--- config.mk ---
export PLATFORM = sky130hd
export DESIGN_NAME = snax_hypercorex_pred_packer
export DESIGN_NICKNAME = d
export VERILOG_FILES = /design/src/rtl/snax_hypercorex_pkg.sv /design/src/rtl/snax_hypercorex_out_stage.sv /design/src/rtl/snax_hypercorex_pred_packer.sv
export SDC_FILE = /design/constraint.sdc
export NUM_CORES = 1
export LEC_CHECK = 0
export CAP_MARGIN = 20
export CORE_ASPECT_RATIO = 0.6
export CORE_MARGIN = 8
export CORE_UTILIZATION = 50
export DETAILED_ROUTE_END_ITERATION = 12
export PLACE_DENSITY_LB_ADDON = 0.08
export SETUP_SLACK_MARGIN = 0.02
export SYNTH_ARGS = -nofsm -noshare
export SYNTH_HDL_FRONTEND = slang
export SYNTH_HIERARCHICAL = 1
export SYNTH_SLANG_ARGS = --single-unit
--- constraint.sdc ---
create_clock -name clk_i -period 2.9 [get_ports clk_i]
set_clock_uncertainty 0.15 [all_clocks]
set_input_delay 0.29 -clock clk_i [delete_from_list [all_inputs] [get_ports clk_i]]
set_output_delay 0.29 -clock clk_i [all_outputs]
set_load 0.01 [all_outputs]
--- src/rtl/snax_hypercorex_pkg.sv ---
// Shared sizing helpers and lane typedef for the Hypercorex prediction packer.
package snax_hypercorex_pkg;

  function automatic int unsigned calc_pack_num(input int unsigned narrow_w,
                                                input int unsigned pred_w);
    return narrow_w / pred_w;
  endfunction

  // Lane counter must be able to represent PackNum itself, not just PackNum-1.
  function automatic int unsigned lane_cnt_w(input int unsigned pack_num);
    return (pack_num < 1) ? 1 : $clog2(pack_num + 1);
  endfunction

  localparam int unsigned DefNarrowDataWidth = 64;
  localparam int unsigned DefPredWidth       = 32;
  localparam int unsigned DefPackNum         = calc_pack_num(DefNarrowDataWidth, DefPredWidth);

  typedef logic [DefPackNum-1:0][DefPredWidth-1:0] pred_lanes_t;

endpackage

--- src/rtl/snax_hypercorex_out_stage.sv ---
// Single-entry valid/ready output register carrying a beat and its lane count.
module snax_hypercorex_out_stage #(
  parameter int unsigned DataWidth  = 64,
  parameter int unsigned CountWidth = 2
) (
  input  logic                  clk_i,
  input  logic                  rst_ni,
  input  logic                  load_i,
  input  logic [DataWidth-1:0]  data_i,
  input  logic [CountWidth-1:0] count_i,
  input  logic                  pop_i,
  output logic                  ready_o,
  output logic                  valid_o,
  output logic [DataWidth-1:0]  data_o,
  output logic [CountWidth-1:0] count_o
);

  // Free now, or freed by the handshake happening this cycle.
  assign ready_o = !valid_o || pop_i;

  always_ff @(posedge clk_i or negedge rst_ni) begin
    if (!rst_ni) begin
      valid_o <= 1'b0;
      data_o  <= '0;
      count_o <= '0;
    end else if (load_i) begin
      valid_o <= 1'b1;
      data_o  <= data_i;
      count_o <= count_i;
    end else if (pop_i && valid_o) begin
      valid_o <= 1'b0;
    end
  end

endmodule

--- src/rtl/snax_hypercorex_pred_packer.sv ---
// Packs up to PackNum predictions per narrow beat, with pass-through mode and flush.
module snax_hypercorex_pred_packer
  import snax_hypercorex_pkg::*;
#(
  parameter int unsigned NarrowDataWidth = 64,
  parameter int unsigned PredWidth       = 32,
  parameter int unsigned PackNum         = calc_pack_num(NarrowDataWidth, PredWidth),
  parameter int unsigned CntWidth        = 32
) (
  input  logic                               clk_i,
  input  logic                               rst_ni,
  input  logic                               pack_en_i,
  input  logic                               flush_i,
  input  logic [PredWidth-1:0]               pred_data_i,
  input  logic                               pred_valid_i,
  output logic                               pred_ready_o,
  output logic [NarrowDataWidth-1:0]         out_data_o,
  output logic                               out_valid_o,
  input  logic                               out_ready_i,
  output logic [lane_cnt_w(PackNum)-1:0]     out_count_o,
  output logic [CntWidth-1:0]                pred_cnt_o,
  output logic                               busy_o
);

  localparam int unsigned CW = lane_cnt_w(PackNum);

  if (PackNum < 1 || PackNum * PredWidth > NarrowDataWidth) begin : g_bad_cfg
    $error("snax_hypercorex_pred_packer: PackNum lanes do not fit in NarrowDataWidth");
  end

  typedef logic [PackNum-1:0][PredWidth-1:0] lanes_t;

  lanes_t              lanes_q, lanes_d;
  logic [CW-1:0]       fill_q, fill_d, cap;
  logic                mode_q;
  logic                flush_pend_q, flush_pend_d;
  logic                full, flushing, xfer, accept, can_load;
  logic [CntWidth-1:0] pred_cnt_q;

  assign cap      = mode_q ? CW'(PackNum) : CW'(1);
  assign full     = (fill_q == cap);
  assign flushing = flush_pend_q && (fill_q != '0);
  assign xfer     = (full || flushing) && can_load;

  // A pending partial flush freezes the word so it leaves exactly as flushed.
  assign pred_ready_o = ((fill_q < cap) && !flushing) || xfer;
  assign accept       = pred_valid_i && pred_ready_o;

  always_comb begin
    lanes_d = lanes_q;
    fill_d  = fill_q;
    if (xfer) begin
      lanes_d = '0;
      fill_d  = '0;
    end
    if (accept) begin
      for (int i = 0; i < PackNum; i++)
        if (fill_d == CW'(i)) lanes_d[i] = pred_data_i;
      fill_d = fill_d + CW'(1);
    end
  end

  always_comb begin
    flush_pend_d = flush_pend_q;
    if (flush_pend_q && ((fill_q == '0) || xfer)) flush_pend_d = 1'b0;
    if (flush_i) flush_pend_d = 1'b1;
  end

  always_ff @(posedge clk_i or negedge rst_ni) begin
    if (!rst_ni) begin
      lanes_q      <= '0;
      fill_q       <= '0;
      mode_q       <= 1'b0;
      flush_pend_q <= 1'b0;
      pred_cnt_q   <= '0;
    end else begin
      lanes_q      <= lanes_d;
      fill_q       <= fill_d;
      flush_pend_q <= flush_pend_d;
      // Mode only switches between words, never inside one.
      if (fill_q == '0) mode_q <= pack_en_i;
      if (accept) pred_cnt_q <= pred_cnt_q + CntWidth'(1);
    end
  end

  snax_hypercorex_out_stage #(
    .DataWidth  (NarrowDataWidth),
    .CountWidth (CW)
  ) u_out_stage (
    .clk_i   (clk_i),
    .rst_ni  (rst_ni),
    .load_i  (xfer),
    .data_i  (NarrowDataWidth'(lanes_q)),
    .count_i (fill_q),
    .pop_i   (out_ready_i),
    .ready_o (can_load),
    .valid_o (out_valid_o),
    .data_o  (out_data_o),
    .count_o (out_count_o)
  );

  assign pred_cnt_o = pred_cnt_q;
  assign busy_o     = (fill_q != '0) || out_valid_o || flush_pend_q;

endmodule

After elaboration in Yosys (flattened, before gate mapping)
Index checks and enable logic that the tools add are counted.
- multipliers: 0
- multiplexer cells: 11
- add/sub/neg operators: 2
- reduce and logical (&&, ||, !) cells: 19
- magnitude comparators: 1
- div/mod/pow operators: 0
- equal/unequal tests: 2
- bitwise gates (word level): 0
- shift-type cells: 0
- operator list (kind ; number):
    64-bit two-way mux ; 2
    32-bit two-way mux ; 2
    32-bit by 1-bit adder with 32-bit output (second input constant) ; 1
    1-bit logical AND ; 6
    1-bit logical OR ; 6
    2-bit two-way mux ; 3
    2-bit nonzero test ; 3
    2-bit logical NOT ; 2
    1-bit two-way mux ; 4
    2-bit by 1-bit adder with 2-bit output (second input constant) ; 1
    2-bit by 1-bit equality test with 1-bit output (second input constant) ; 1
    2-bit equality test ; 1
    1-bit logical NOT ; 2
    2-bit < comparator ; 1
- ROM bits: 0
- bits in registers: 167
- RAM bits: 0
- input bits: 38
- memories kept: 0
- latch bits: 0

Logic depth before layout (Yosys ltp)
- depth after elaboration: 8
- gate-level depth with buffers: 14

Hierarchy
Netlist, hierarchy kept.
- by module, submodules not included (module ; times used ; cells an instance ; area an instance (um^2)):
    snax_hypercorex_pred_packer ; 1 ; 447 ; 4265.3
    snax_hypercorex_out_stage ; 1 ; 142 ; 2597.5

Least setup slack after synthesis
No wires, ideal clock.
- path kind: reg2reg
- from: register fill_q[1]
- to: register u_out_stage.data_o[30]
- period minus slack after synthesis: 2.536 ns
- slack: 0.364 ns
- cell stages (with the launch flop): 11
- setup time: 0.125 ns
- data arrival time: 2.261 ns
- required time: 2.625 ns
- cell sequence: dfrtp_1 > ha_1 > nand3_1 > and2_1 > clkbuf_1 > buf_2 > clkbuf_1 > inv_1 > buf_4 > buf_6 > mux2_4
- cells in the longest elaborated chain, start to end: 4
- ends and longest elaborated chain (what ; RTL line ; text):
    start: declaration ; snax_hypercorex_pred_packer.sv:34 ; logic [CW-1:0] fill_q, fill_d, cap;
    start signal: assignment ; snax_hypercorex_pred_packer.sv:78 ; fill_q <= fill_d;
    2-bit nonzero test ; snax_hypercorex_pred_packer.sv:42 ; assign flushing = flush_pend_q && (fill_q != '0);
    1-bit logical AND ; snax_hypercorex_pred_packer.sv:42 ;
    1-bit logical OR * ; snax_hypercorex_pred_packer.sv:43 ; assign xfer = (full || flushing) && can_load;
    1-bit logical AND * ; snax_hypercorex_pred_packer.sv:43 ;
    via xfer ; snax_hypercorex_pred_packer.sv:37 ; logic full, flushing, xfer, accept, can_load;
    end signal: assignment ; snax_hypercorex_out_stage.sv:28 ; data_o <= data_i;
    end: declaration ; snax_hypercorex_out_stage.sv:14 ; output logic [DataWidth-1:0] data_o,
Mark *: on every way through the listed nets, which the timed path passes. The rest lies on a longest branch.
A chain may end at the register's enable or synchronous reset.

Final worst setup path
- from: register fill_q[1]
- to: output port pred_ready_o
- cells in the longest elaborated chain, start to end: 5
- ends and longest elaborated chain (what ; RTL line ; text):
    2-bit nonzero test ; snax_hypercorex_pred_packer.sv:42 ;
    1-bit logical AND ; snax_hypercorex_pred_packer.sv:42 ;
    1-bit logical NOT or 1-bit logical OR (tied branches) ; snax_hypercorex_pred_packer.sv:46, snax_hypercorex_pred_packer.sv:43 ;
    1-bit logical AND, on equally long branches ; snax_hypercorex_pred_packer.sv:46, snax_hypercorex_pred_packer.sv:43 ;
    1-bit logical OR * ; snax_hypercorex_pred_packer.sv:46 ; assign pred_ready_o = ((fill_q < cap) && !flushing) || xfer;
    end: declaration ; snax_hypercorex_pred_packer.sv:16 ; output logic pred_ready_o,
Every way passes the cells marked *; elsewhere a longest branch is shown, timed or not.

==> impl_metrics.csv <==
group,metric,value,unit
outcome,status,"completed",
layout,fin_util,66.8,%
global_routing,grt_pass1_vias,5042,
clock_network,htree_levels,4,
synth,synth_top_area_share,60.9,%
global_routing,grt_max_degree,65,
flow_run,maxCapViolCount,0,
routing,wl,15700,um
synth,synth_fp_nets,632,
global_routing,antenna_found_initial,0,
layout,final_nets,770,
synth,syn_inst,589,
routing,post-route-drc-count,0,
sta,clock.fmax,367,MHz
global_routing,grt_pass1_wl,26200,um
sta,hold_viol,0,
worst_setup_path,cp.arrival,2.29,ns
clock_network,cts_tree,"yes",
synth,syn_avg_cell_area,11.7,um^2
placement,dp_hpwl,10500,um
sta,setup_viol,0,
clock_network,clkTransAtPathRegs,0.07,ns
layout,layout_commonest_cell,"dfrtp_1",
worst_setup_path,cp-end-kind,"output pin",
synth,synth_area_leaders,"dfrtp_1, nand2_1, mux2_4",
sta,tightestPinTransition,0.426,ns
floorplan,dieArea,17900,um^2
layout,area_growth,31.7,%
worst_setup_path,required,2.46,ns
layout,final_cell_mix,"dfrtp_1, nand2_1, clkdlybuf4s50_1, o21ai_0, mux2_2",
routing,post_drt_via_cell_ratio,5.14,
synth,synth_area,6860,um^2
clock_network,clockBufferDepth,2,
sta,worst_hold_slack,0.207,ns
floorplan,die_w,167,um
synth,synth.distinct_cells,32,
placement,gp_congestion,0.789,
min_path,hp-class,"in2async",
synth,synth_edf_count,0,
floorplan,initial_core_util,50.7,%
layout,antennaDiodeCount,0,
floorplan,core,13500,um^2
synth,synth-async-reset-ratio,100,%
worst_setup_path,rr_worst_depth,10,
routing,ant_nets,0,
global_routing,overflow,0,
worst_setup_path,start_kind,"register",
sta,rsz0062_at_grt,"false",
global_routing,grt_use_total,18.1,%
sta,worst_slack,0.174,ns
synth,yosys_warnings,6,
synth,synth_largest_area_cell,"dfrtp_1",
clock_network,cts_buffers,17,
synth,synth_flop_cell,"dfrtp_1",
clock_network,cts_root_buf,"clkbuf_16",
floorplan,num_rows,33,
power_and_ir_drop,power.leakage,4.11,nW
sta,period_minus_slack,2.73,ns
synth,ys_seq_area_share,60.9,%
routing,drtIter0Drc,250,
sta,period_share,94.0,%
routing,routed-via-count,4701,
sta,tns,0,ns
worst_setup_path,rrSetupSlack,0.40,ns
clock_network,clkSinkCount,167,
worst_setup_path,cp_max_fo,7,
floorplan,die_h,107,um
power_and_ir_drop,fin_total_pwr,9.57,mW
routing,wl_per_cell,17.1,um
worst_setup_path,reg2reg_to,"lanes_q[47]",
worst_setup_path,critPathKind,"reg2out",
clock_network,clock_latency,0.42,ns
routing,drt_pre_antenna_iters,4,
sta,drv_slew,0,
layout,layout-drive-gt1-share,16.4,%
synth,ys_ff_latch,167,
placement,post-place-ws,0.300,ns
placement,place.port_buffers,138,
sta,slew_headroom,71.6,%
power_and_ir_drop,peakVddDrop,0.582,mV
power_and_ir_drop,p_per_area,1060,nW/um^2
worst_setup_path,r2r_start,"fill_q[0]",
floorplan,ios,139,
[metrics by stage]
| stage | instances | instance area [um^2] |
|---|---|---|
| 2_1_floorplan | 589 | 6860 |
| 3_3_place_gp | 880 | 8430 |
| 3_5_place_dp | 880 | 8430 |
| 4_1_cts | 913 | 9030 |
| 5_1_grt | 915 | 9040 |
| 6_report | 915 | 9040 |
[cell type report]
cell class | instances | area (um^2)
clock buffer | 19 | 443
clock inverter | 13 | 133
fill | 1034 | 4500
inverter | 8 | 31.3
multi-input combinational | 381 | 2480
sequential | 167 | 4180
tap | 175 | 219
timing repair buffer | 152 | 1550
[worst max path at each step]
stage	start	endpoint	slack, ns	cells past startpoint
after floorplan	fill_q[1]	u_out_stage/data_o[30]	0.36	10
after global placement	fill_q[1]	pred_cnt_o[29]	0.36	7
after detailed placement	fill_q[1]	pred_cnt_o[29]	0.30	7
after CTS	fill_q[1]	pred_ready_o	0.07	4
after global routing	fill_q[1]	pred_ready_o	0.12	4
final	fill_q[1]	pred_ready_o	0.17	4
[worst max-delay path: stages (launching register included)]
cell             delay (ns)
dfrtp_1                0.44
ha_1                   0.34
nor2b_1                0.16
o311ai_4               0.32
clkdlybuf4s50_1        0.62
[state kept, by name (all words and copies together) (netlist names)]
signal / count
fill_q: 2
flush_pend_q: 1
lanes_q: 64
mode_q: 1
pred_cnt_o: 32
u_out_stage/count_o: 2
u_out_stage/data_o: 64
u_out_stage/valid_o: 1
[metal layers]
layer  GRT usage [%]  routed length [um]
met1            23.9                7380
met2            28.8                7200
met3            5.36                 930
met4            5.20                 172
met5               0                   0
[where the power goes]
group	total, mW	internal (mW)	switching (mW)
Combinational	3.89	1.95	1.94
Sequential	3.48	3.03	0.444
Clock	2.19	1.23	0.963
[timing repair]
action / in CTS / in global routing
setup endpoints to repair: 1 / 1
pin swaps: 0 / 1
hold endpoints to repair: 42 / 0
buffers inserted: 0 / 2
hold buffers: 1 / 0
resized for setup: 1 / 0
[kinds of logic after synthesis]
kind of cell | Yosys count | synth area share, %
flops | 167 | 60.9
xor+xnor | 32 | 4.19
mux | 66 | 12.4
fa+ha+maj | 5 | 0.912
compound gates | 71 | 5.45
simple gates | 207 | 13.1
buf+inv | 41 | 3.08
[Yosys cell counts (2+ instances only)]
cell,count
nand3_1,13
and3_1,4
inv_1,8
nor2_1,14
and3_2,3
nand2_1,147
mux2_2,37
buf_6,4
xnor2_1,17
buf_4,2
clkbuf_2,2
xor2_1,14
ha_1,5
clkbuf_1,11
dfrtp_1,167
nand2b_1,2
nor3_1,6
mux2_4,29
o21ai_0,67
nand4_1,8
buf_2,14
and4_1,5
Note: power is estimated with default switching activity, not from simulation.
